## src/rtl/axi_lite_regbank.sv

```systemverilog
// AXI4-Lite slave terminating a bank of NUM_REGS registers with byte strobes,
// read-only status registers, SLVERR decode and per-register access strobes.
module axi_lite_regbank #(
  parameter int DATA_WIDTH = 32,
  parameter int ADDR_WIDTH = 12,
  parameter int NUM_REGS   = 16,
  parameter logic [NUM_REGS-1:0]            RO_MASK   = '0,
  parameter logic [NUM_REGS*DATA_WIDTH-1:0] RESET_VAL = '0
) (
  input  logic                           aclk,
  input  logic                           areset,
  input  logic [ADDR_WIDTH-1:0]          s_axi_awaddr,
  input  logic                           s_axi_awvalid,
  output logic                           s_axi_awready,
  input  logic [DATA_WIDTH-1:0]          s_axi_wdata,
  input  logic [DATA_WIDTH/8-1:0]        s_axi_wstrb,
  input  logic                           s_axi_wvalid,
  output logic                           s_axi_wready,
  output logic [1:0]                     s_axi_bresp,
  output logic                           s_axi_bvalid,
  input  logic                           s_axi_bready,
  input  logic [ADDR_WIDTH-1:0]          s_axi_araddr,
  input  logic                           s_axi_arvalid,
  output logic                           s_axi_arready,
  output logic [DATA_WIDTH-1:0]          s_axi_rdata,
  output logic [1:0]                     s_axi_rresp,
  output logic                           s_axi_rvalid,
  input  logic                           s_axi_rready,
  output logic [NUM_REGS*DATA_WIDTH-1:0] reg_out,
  input  logic [NUM_REGS*DATA_WIDTH-1:0] reg_in,
  output logic [NUM_REGS-1:0]            reg_wr_stb,
  output logic [NUM_REGS-1:0]            reg_rd_stb
);

  localparam int          STRB_W = DATA_WIDTH / 8;
  localparam int          LSB    = $clog2(STRB_W);
  localparam int          IDX_W  = ADDR_WIDTH - LSB;
  localparam int unsigned NREG   = NUM_REGS;
  localparam int unsigned NSTRB  = STRB_W;

  logic                  rdy_q, rdy_d;
  logic                  aw_held_q, aw_held_d;
  logic                  w_held_q, w_held_d;
  logic [IDX_W-1:0]      aw_idx_q, aw_idx_d;
  logic [DATA_WIDTH-1:0] wdata_q, wdata_d;
  logic [STRB_W-1:0]     wstrb_q, wstrb_d;
  logic                  bvalid_q, bvalid_d;
  logic [1:0]            bresp_q, bresp_d;
  logic                  rvalid_q, rvalid_d;
  logic [1:0]            rresp_q, rresp_d;
  logic [DATA_WIDTH-1:0] rdata_q, rdata_d;
  logic [NUM_REGS-1:0]   wr_stb_q, wr_stb_d;
  logic [NUM_REGS-1:0]   rd_stb_q, rd_stb_d;
  logic [DATA_WIDTH-1:0] regs_q [NUM_REGS];
  logic [DATA_WIDTH-1:0] regs_d [NUM_REGS];
  logic [IDX_W-1:0]      ar_idx;
  logic                  unused_bits;

  // rdy_q keeps all ready outputs low until the first edge after reset release
  assign s_axi_awready = rdy_q & ~aw_held_q & ~bvalid_q;
  assign s_axi_wready  = rdy_q & ~w_held_q & ~bvalid_q;
  assign s_axi_arready = rdy_q & ~rvalid_q;
  assign s_axi_bvalid  = bvalid_q;
  assign s_axi_bresp   = bresp_q;
  assign s_axi_rvalid  = rvalid_q;
  assign s_axi_rresp   = rresp_q;
  assign s_axi_rdata   = rdata_q;
  assign reg_wr_stb    = wr_stb_q;
  assign reg_rd_stb    = rd_stb_q;
  assign ar_idx        = s_axi_araddr[ADDR_WIDTH-1:LSB];
  assign unused_bits   = ^{s_axi_awaddr[LSB-1:0], s_axi_araddr[LSB-1:0], reg_in};

  always_comb begin
    reg_out = '0;
    for (int unsigned i = 0; i < NREG; i++)
      reg_out[i*DATA_WIDTH +: DATA_WIDTH] = regs_q[i];
  end

  always_comb begin
    rdy_d     = 1'b1;
    aw_held_d = aw_held_q;
    w_held_d  = w_held_q;
    aw_idx_d  = aw_idx_q;
    wdata_d   = wdata_q;
    wstrb_d   = wstrb_q;
    bvalid_d  = bvalid_q;
    bresp_d   = bresp_q;
    rvalid_d  = rvalid_q;
    rresp_d   = rresp_q;
    rdata_d   = rdata_q;
    wr_stb_d  = '0;
    rd_stb_d  = '0;
    regs_d    = regs_q;

    if (s_axi_awvalid && s_axi_awready) begin
      aw_held_d = 1'b1;
      aw_idx_d  = s_axi_awaddr[ADDR_WIDTH-1:LSB];
    end
    if (s_axi_wvalid && s_axi_wready) begin
      w_held_d = 1'b1;
      wdata_d  = s_axi_wdata;
      wstrb_d  = s_axi_wstrb;
    end

    // Held AW/W stay set until the B handshake, which blocks re-acceptance
    if (bvalid_q) begin
      if (s_axi_bready) begin
        bvalid_d  = 1'b0;
        aw_held_d = 1'b0;
        w_held_d  = 1'b0;
      end
    end else if (aw_held_q && w_held_q) begin
      bvalid_d = 1'b1;
      bresp_d  = 2'b10;
      for (int unsigned i = 0; i < NREG; i++) begin
        if (aw_idx_q == IDX_W'(i) && !RO_MASK[i]) begin
          bresp_d     = 2'b00;
          wr_stb_d[i] = 1'b1;
          for (int unsigned b = 0; b < NSTRB; b++)
            if (wstrb_q[b]) regs_d[i][8*b +: 8] = wdata_q[8*b +: 8];
        end
      end
    end

    if (s_axi_arvalid && s_axi_arready) begin
      rvalid_d = 1'b1;
      rresp_d  = 2'b10;
      rdata_d  = '0;
      for (int unsigned i = 0; i < NREG; i++) begin
        if (ar_idx == IDX_W'(i)) begin
          rresp_d     = 2'b00;
          rd_stb_d[i] = 1'b1;
          rdata_d     = RO_MASK[i] ? reg_in[i*DATA_WIDTH +: DATA_WIDTH] : regs_q[i];
        end
      end
    end else if (rvalid_q && s_axi_rready) begin
      rvalid_d = 1'b0;
    end
  end

  always_ff @(posedge aclk or posedge areset) begin
    if (areset) begin
      rdy_q     <= 1'b0;
      aw_held_q <= 1'b0;
      w_held_q  <= 1'b0;
      aw_idx_q  <= '0;
      wdata_q   <= '0;
      wstrb_q   <= '0;
      bvalid_q  <= 1'b0;
      bresp_q   <= 2'b00;
      rvalid_q  <= 1'b0;
      rresp_q   <= 2'b00;
      rdata_q   <= '0;
      wr_stb_q  <= '0;
      rd_stb_q  <= '0;
      for (int unsigned i = 0; i < NREG; i++)
        regs_q[i] <= RO_MASK[i] ? '0 : RESET_VAL[i*DATA_WIDTH +: DATA_WIDTH];
    end else begin
      rdy_q     <= rdy_d;
      aw_held_q <= aw_held_d;
      w_held_q  <= w_held_d;
      aw_idx_q  <= aw_idx_d;
      wdata_q   <= wdata_d;
      wstrb_q   <= wstrb_d;
      bvalid_q  <= bvalid_d;
      bresp_q   <= bresp_d;
      rvalid_q  <= rvalid_d;
      rresp_q   <= rresp_d;
      rdata_q   <= rdata_d;
      wr_stb_q  <= wr_stb_d;
      rd_stb_q  <= rd_stb_d;
      regs_q    <= regs_d;
    end
  end

endmodule
```

## config.mk

```make
export PLATFORM = sky130hd
export DESIGN_NAME = axi_lite_regbank
export DESIGN_NICKNAME = d
export VERILOG_FILES = /design/src/rtl/axi_lite_regbank.sv
export SDC_FILE = /design/constraint.sdc
export NUM_CORES = 1
export LEC_CHECK = 0
export ABC_AREA = 1
export BUFFER_PORTS_ARGS = -buffer_cell sky130_fd_sc_hd__buf_2
export CAP_MARGIN = 20
export CORE_AREA = 10 10 445 447
export CTS_BUF_LIST = sky130_fd_sc_hd__clkbuf_8
export CTS_CLUSTER_DIAMETER = 50
export DETAILED_ROUTE_END_ITERATION = 6
export DIE_AREA = 0 0 455 457
export PLACE_DENSITY_LB_ADDON = 0.2
export REMOVE_ABC_BUFFERS = 1
export SLEW_MARGIN = 20
export SYNTH_ARGS = -nofsm -noshare
export SYNTH_HDL_FRONTEND = slang
export SYNTH_SLANG_ARGS = --single-unit
```

## constraint.sdc

```tcl
create_clock -name aclk -period 55.8 [get_ports aclk]
set_clock_uncertainty 0.1 [all_clocks]
set_input_delay 2.79 -clock aclk [delete_from_list [all_inputs] [get_ports aclk]]
set_output_delay 2.79 -clock aclk [all_outputs]
set_load 0.01 [all_outputs]
```

# Yosys cells after proc, flatten, opt, wreduce, memory -nomap -nowiden
# Cells that the tools add are included.
[word_totals] latchBits=0 ramBits=0 romBits=0 out_inout_bits=585 elab_cells=283 inputBits=579 mem_count=0 regBits=631
[op_classes] eq_ne=30 mul=0 add_sub_neg=0 n_mux=94 shifts=0 n_reduce_logical=73 n_bitwise=9 div=0 order_cmp=0
[op_table] operator="two-way mux 32 bit" count=16
[op_table] operator="AND reduction 4 bit" count=64
[op_table] operator="== test 10 x 4 -> 1 bit (second input constant)" count=16
[op_table] operator="== test 10 x 3 -> 1 bit (second input constant)" count=8
[op_table] operator="two-way mux 2 bit" count=32
[op_table] operator="two-way mux 16 bit" count=3
[op_table] operator="two-way mux 1 bit" count=43
[op_table] operator="== test 10 x 2 -> 1 bit (second input constant)" count=4
[op_table] operator="== test 10 x 1 -> 1 bit (second input constant)" count=2
[op_table] operator="zero test 10 bit" count=2
[op_table] operator="AND 1 bit" count=5
[op_table] operator="logical AND 1 bit" count=5
[op_table] operator="inverter 1 bit" count=4
[op_table] operator="AND reduction 2 bit" count=1
[op_table] operator="nonzero test 2 bit" count=1

# Depth between registers and ports, before layout
[logic_depth] word_depth=17 mapped_depth=20 depth_no_buf=19

# Worst setup path before layout
# No wires, ideal clock.
[synth_timing] path_kind="input to register" startpoint="input s_axi_araddr[9]" endpoint="register rdata_q[20], in the netlist s_axi_rdata[20]" stages=16 path_slack_ns=51.393 required_time_ns=55.583 setup_time_ns=0.117 path_buffers=2 t_arrival_ns=4.190 cell_sequence="nor2_2 nand2_4 buf_6 nor3_4 nand2_1 buf_2 o21ai_1 inv_1 nand2_1 nand2_1 nand2_1 nand2_1 nand2_1 nand2_1 nand2_1 nand2_1"
[synth_between] elab_chain_cells=17 word_cells_on_any_way=32 classes_between="eq/ne (15); mux (16); reduce/logical (1)"
[synth_lines] item="start: declaration" line="22" source="input logic [ADDR_WIDTH-1:0] s_axi_araddr,"
[synth_lines] item="zero test 10 bit" line="130" source="if (ar_idx == IDX_W'(i)) begin"
[synth_lines] item="two-way mux 32 bit (15 in a row)" line="130"
[synth_lines] item="two-way mux 32 bit (*)" line="130"
[synth_lines] item="end signal: assignment" line="169" source="rdata_q <= rdata_d;"
[synth_lines] item="end: declaration" line="51" source="logic [DATA_WIDTH-1:0] rdata_q, rdata_d;"
# Mark *: on every way between the ends. The rest lies on a longest branch, timed or not.
# A chain may end at the register's enable or synchronous reset.

# Worst setup path after layout
[layout_timing] startpoint="input s_axi_araddr[11]" endpoint="register rdata_q[15], in the netlist s_axi_rdata[15]"
# Same word-level chain as after synthesis.

==> metrics.md <==
| Metric | Value |
|---|---|
| Area after DPL | `33,300 um^2` |
| Synth warn | `0` |
| Fmax | `0.162 GHz` |
| Chip width | `455 um` |
| Starting density of the core | `14.4%` |
| Clock-pin slew on the worst setup and hold paths | `50 ps` |
| Total gr overflow | `0` |
| Reg2Reg Depth | `9` |
| First DRT Iteration DRCs | `2,459` |
| Final core occ | `19.3%` |
| Top cell family by delay on the critical path | `simple AND/OR/NAND/NOR gates` |
| Power Density | `36.5 nW/um^2` |
| # DRC | `0` |
| DP Wirelength | `138 mm` |
| I/O pin total | `1,164` |
| Die ar. | `208,000 um^2` |
| Post-DRT Antenna Nets | `0` |
| Flops & latches, synth | `629` |
| Hold/Removal Path Class | `reg -> reg` |
| Mapped Cells | `3,209` |
| Sequential Power Share | `40.0%` |
| CP Launch Type | `input port` |
| Worst EP arrival | `6830 ps` |
| Total power | `1.33 mW` |
| Number of H-tree levels | `4` |
| GRT Util Overall | `17.6%` |
| Pins over their slew limit | `0` |
| CP Capture Type | `register` |
| Power Internal | `884 uW` |
| Fillcell total | `21,306` |
| Yosys top cell area share | `57.9%` |
| Top cells by area, synth | `dfrtp_1 58%, nand2_1 16%, o21ai_0 10%` |
| # setup viols final | `0` |
| CTS root buffer | `clkbuf_8` |
| Post-synth top flop | `dfrtp_1` |
| Pre-antenna DRT Iters | `5` |
| Skew-Pair Late Insertion Delay | `900 ps` |
| # Max-Cap Violations | `0` |
| # placed instances | `6,233` |
| Row cnt | `160` |
| Uppermost routed layer | `met5` |
| Clock power frac | `44.7%` |
| CP Cell Sequence | `buf_2 -> nor2_4 -> buf_4 -> nand2_1 -> inv_2 -> nand2_2 -> nand2_1 -> nor2_1 -> nand2_1 -> nand3_1 -> o21bai_1 -> nand2_1 -> nand2_1 -> nand2_1 -> nand2_1 -> nand2_1 -> nand2_1 -> nand2_1` |
| Multi-input gate area | `10,200 um^2` |
| Post-route worst setup slack | `49,630 ps` |
| Seq/Total Area, Yosys | `57.9%` |
| Longest Clk Path Bufs | `3` |
| Number of port buffers | `645` |
| Clk sinks | `629` |
| Post-CTS Setup Inserts | `0` |
| Synth Cell Area | `27,200 um^2` |
| Ys async rst share | `100%` |
| Initial antenna violation count | `40` |
| WL met2 | `78.7 mm` |
| P&R area growth vs syn | `34.6%` |
| Setup WS pre-CTS | `48,510 ps` |
| Sw frac | `33.7%` |
| CTS Buf Count | `145` |
| GPL Wtd Cong | `0.783` |
| Leak | `18.5 nW` |
| Data required time at the worst endpoint | `56,460 ps` |
| Sequential cell area | `15,700 um^2` |
| Count of final hold-check violations | `0` |
| Die Ht | `457 um` |
| First-pass GRT wire length | `247 mm` |
| Final WL | `189 mm` |
| Worst path depth | `18` |
| Yosys top cell by area | `dfrtp_1` |
| Setup CP Type | `in -> reg` |
| Number of synthesized flops with an enable pin | `0` |
| Final #Nets | `4,448` |
| Crit-path most repeated cell | `nand2_1` |
| Unrepaired setup endpoints after global routing | `no` |
| Mean Syn Cell Area | `8.47 um^2` |
| Cell area after layout | `36,600 um^2` |
| Worst path bufs/invs | `3` |
| Number of global-route vias before repair | `25,568` |
| WL per Instance | `29.0 um` |
| Tmin final | `6170 ps` |
| CP peak stage delay | `950 ps` |
| Worst-path fanout max | `17` |
| Sum of routed wire segments on met1 | `86.4 mm` |
| Slew headroom | `24.7%` |
| List of most frequent post-synthesis cells | `1,159 x nand2_1, 629 x dfrtp_1, 566 x o21ai_0` |
| Core footprint | `189,000 um^2` |
| Setup TNS | `0 ps` |
| Largest net degree at the start of global routing | `130` |
| Yosys cell types | `39` |
| Hold depth | `2` |
| Ratio of cells with drive above 1 in the final layout | `25.5%` |
| Slowest CP cell | `nand2_1` |
| Comb pwr share | `15.3%` |
| Most numerous cell in the Yosys netlist | `nand2_1` |
| Worst vdd ir | `0.0216 mV` |
| Vias | `26,082` |
| Period Utilization, post-route | `11.1%` |
| Vias/cell | `4.00` |
| Status | `completed` |
| Net switching power | `450 uW` |
| CTS tree | `done` |
| Post_cts resized | `0` |
| Routed wl met3 | `18.8 mm` |
| WHS | `376 ps` |
| Hold_buf cts | `0` |
| Layout Cells excl Fill | `6,514` |
| Worst-margin pin slew | `1130 ps` |
==> final timing paths <==
kind,startpoint,to,slack (ps)
hold reg to reg,s_axi_rdata[3],s_axi_rdata[3],380
min in group asynchronous,areset,reg_out[23],1930
hold / removal,s_axi_rdata[3],s_axi_rdata[3],380
max in group asynchronous,areset,reg_out[384],51390
setup / recovery,s_axi_araddr[11],s_axi_rdata[15],49630
setup reg to reg,aw_idx_q[7],reg_out[47],52250
==> power by group through the flow <==
stage,logic (mW),registers [mW],clock network [mW]
2_1_floorplan,0.0781,0.541,0
3_3_place_gp,0.211,0.540,0
3_5_place_dp,0.212,0.540,0
4_1_cts,0.213,0.533,0.614
5_1_grt,0.228,0.538,0.636
6_report,0.205,0.533,0.596
==> cell families after synthesis <==
group,after synthesis,synth area share (%)
flip-flops,629,57.9
other,2,0.0276
buffers and inverters,339,4.93
AO/OA/AOI/OAI,720,14.2
AND/OR/NAND/NOR,1517,22.9
multiplexers,2,0.0737
==> registers in the layout (all words and copies together), names as in the netlist <==
name          flops
s_axi_bvalid      1
s_axi_rvalid      1
reg_rd_stb       16
wstrb_q           4
wdata_q          32
s_axi_rdata      32
s_axi_rresp       1
w_held_q          1
aw_held_q         1
reg_wr_stb       16
reg_out         512
aw_idx_q         10
rdy_q             1
s_axi_bresp       1
==> cell type report <==
type / count / share of cell area [%]
repair buffers: 691 / 9.80
flip-flops and latches: 629 / 43.0
clock inverters: 71 / 1.98
multi-input cells: 2242 / 28.0
diodes: 32 / 0.219
clock buffers: 178 / 6.70
inverters: 160 / 1.67
well taps: 2511 / 8.59
==> worst register-to-register path: cells and delay by family, from the launching register on <==
family	cells	cell delay (ps)
AOI/OAI and AO/OA	1	430
buffers and inverters	2	310
DFF	1	370
and+or+nand+nor	6	2210
==> layer usage <==
| metal | GRT usage [%] | up-vias |
|---|---|---|
| li1 | - | 11922 |
| met1 | 23.5 | 12834 |
| met2 | 25.9 | 1098 |
| met3 | 7.25 | 210 |
| met4 | 5.13 | 18 |
| met5 | 0 | - |
==> cells in the final DEF, fill, tap and decap left out, types with 7 or more instances in the layout <==
cell type and count:
bufinv_16 13, diode_2 32, nor3_1 18, buf_4 45
nand2_1 1153, inv_1 166, nor2_2 14, nand4_1 40
nand3_1 104, dfrtp_1 629, buf_2 645, nor2_4 12
clkinv_2 11, o22ai_1 8, and2_1 7, o221a_2 19
clkbuf_8 178, o21ai_1 16, nand2_2 12, a22o_1 12
o21ai_0 566, a21oi_1 77, a221oi_1 13, nor2_1 128
inv_2 25
(Power assumes the default switching activity.)
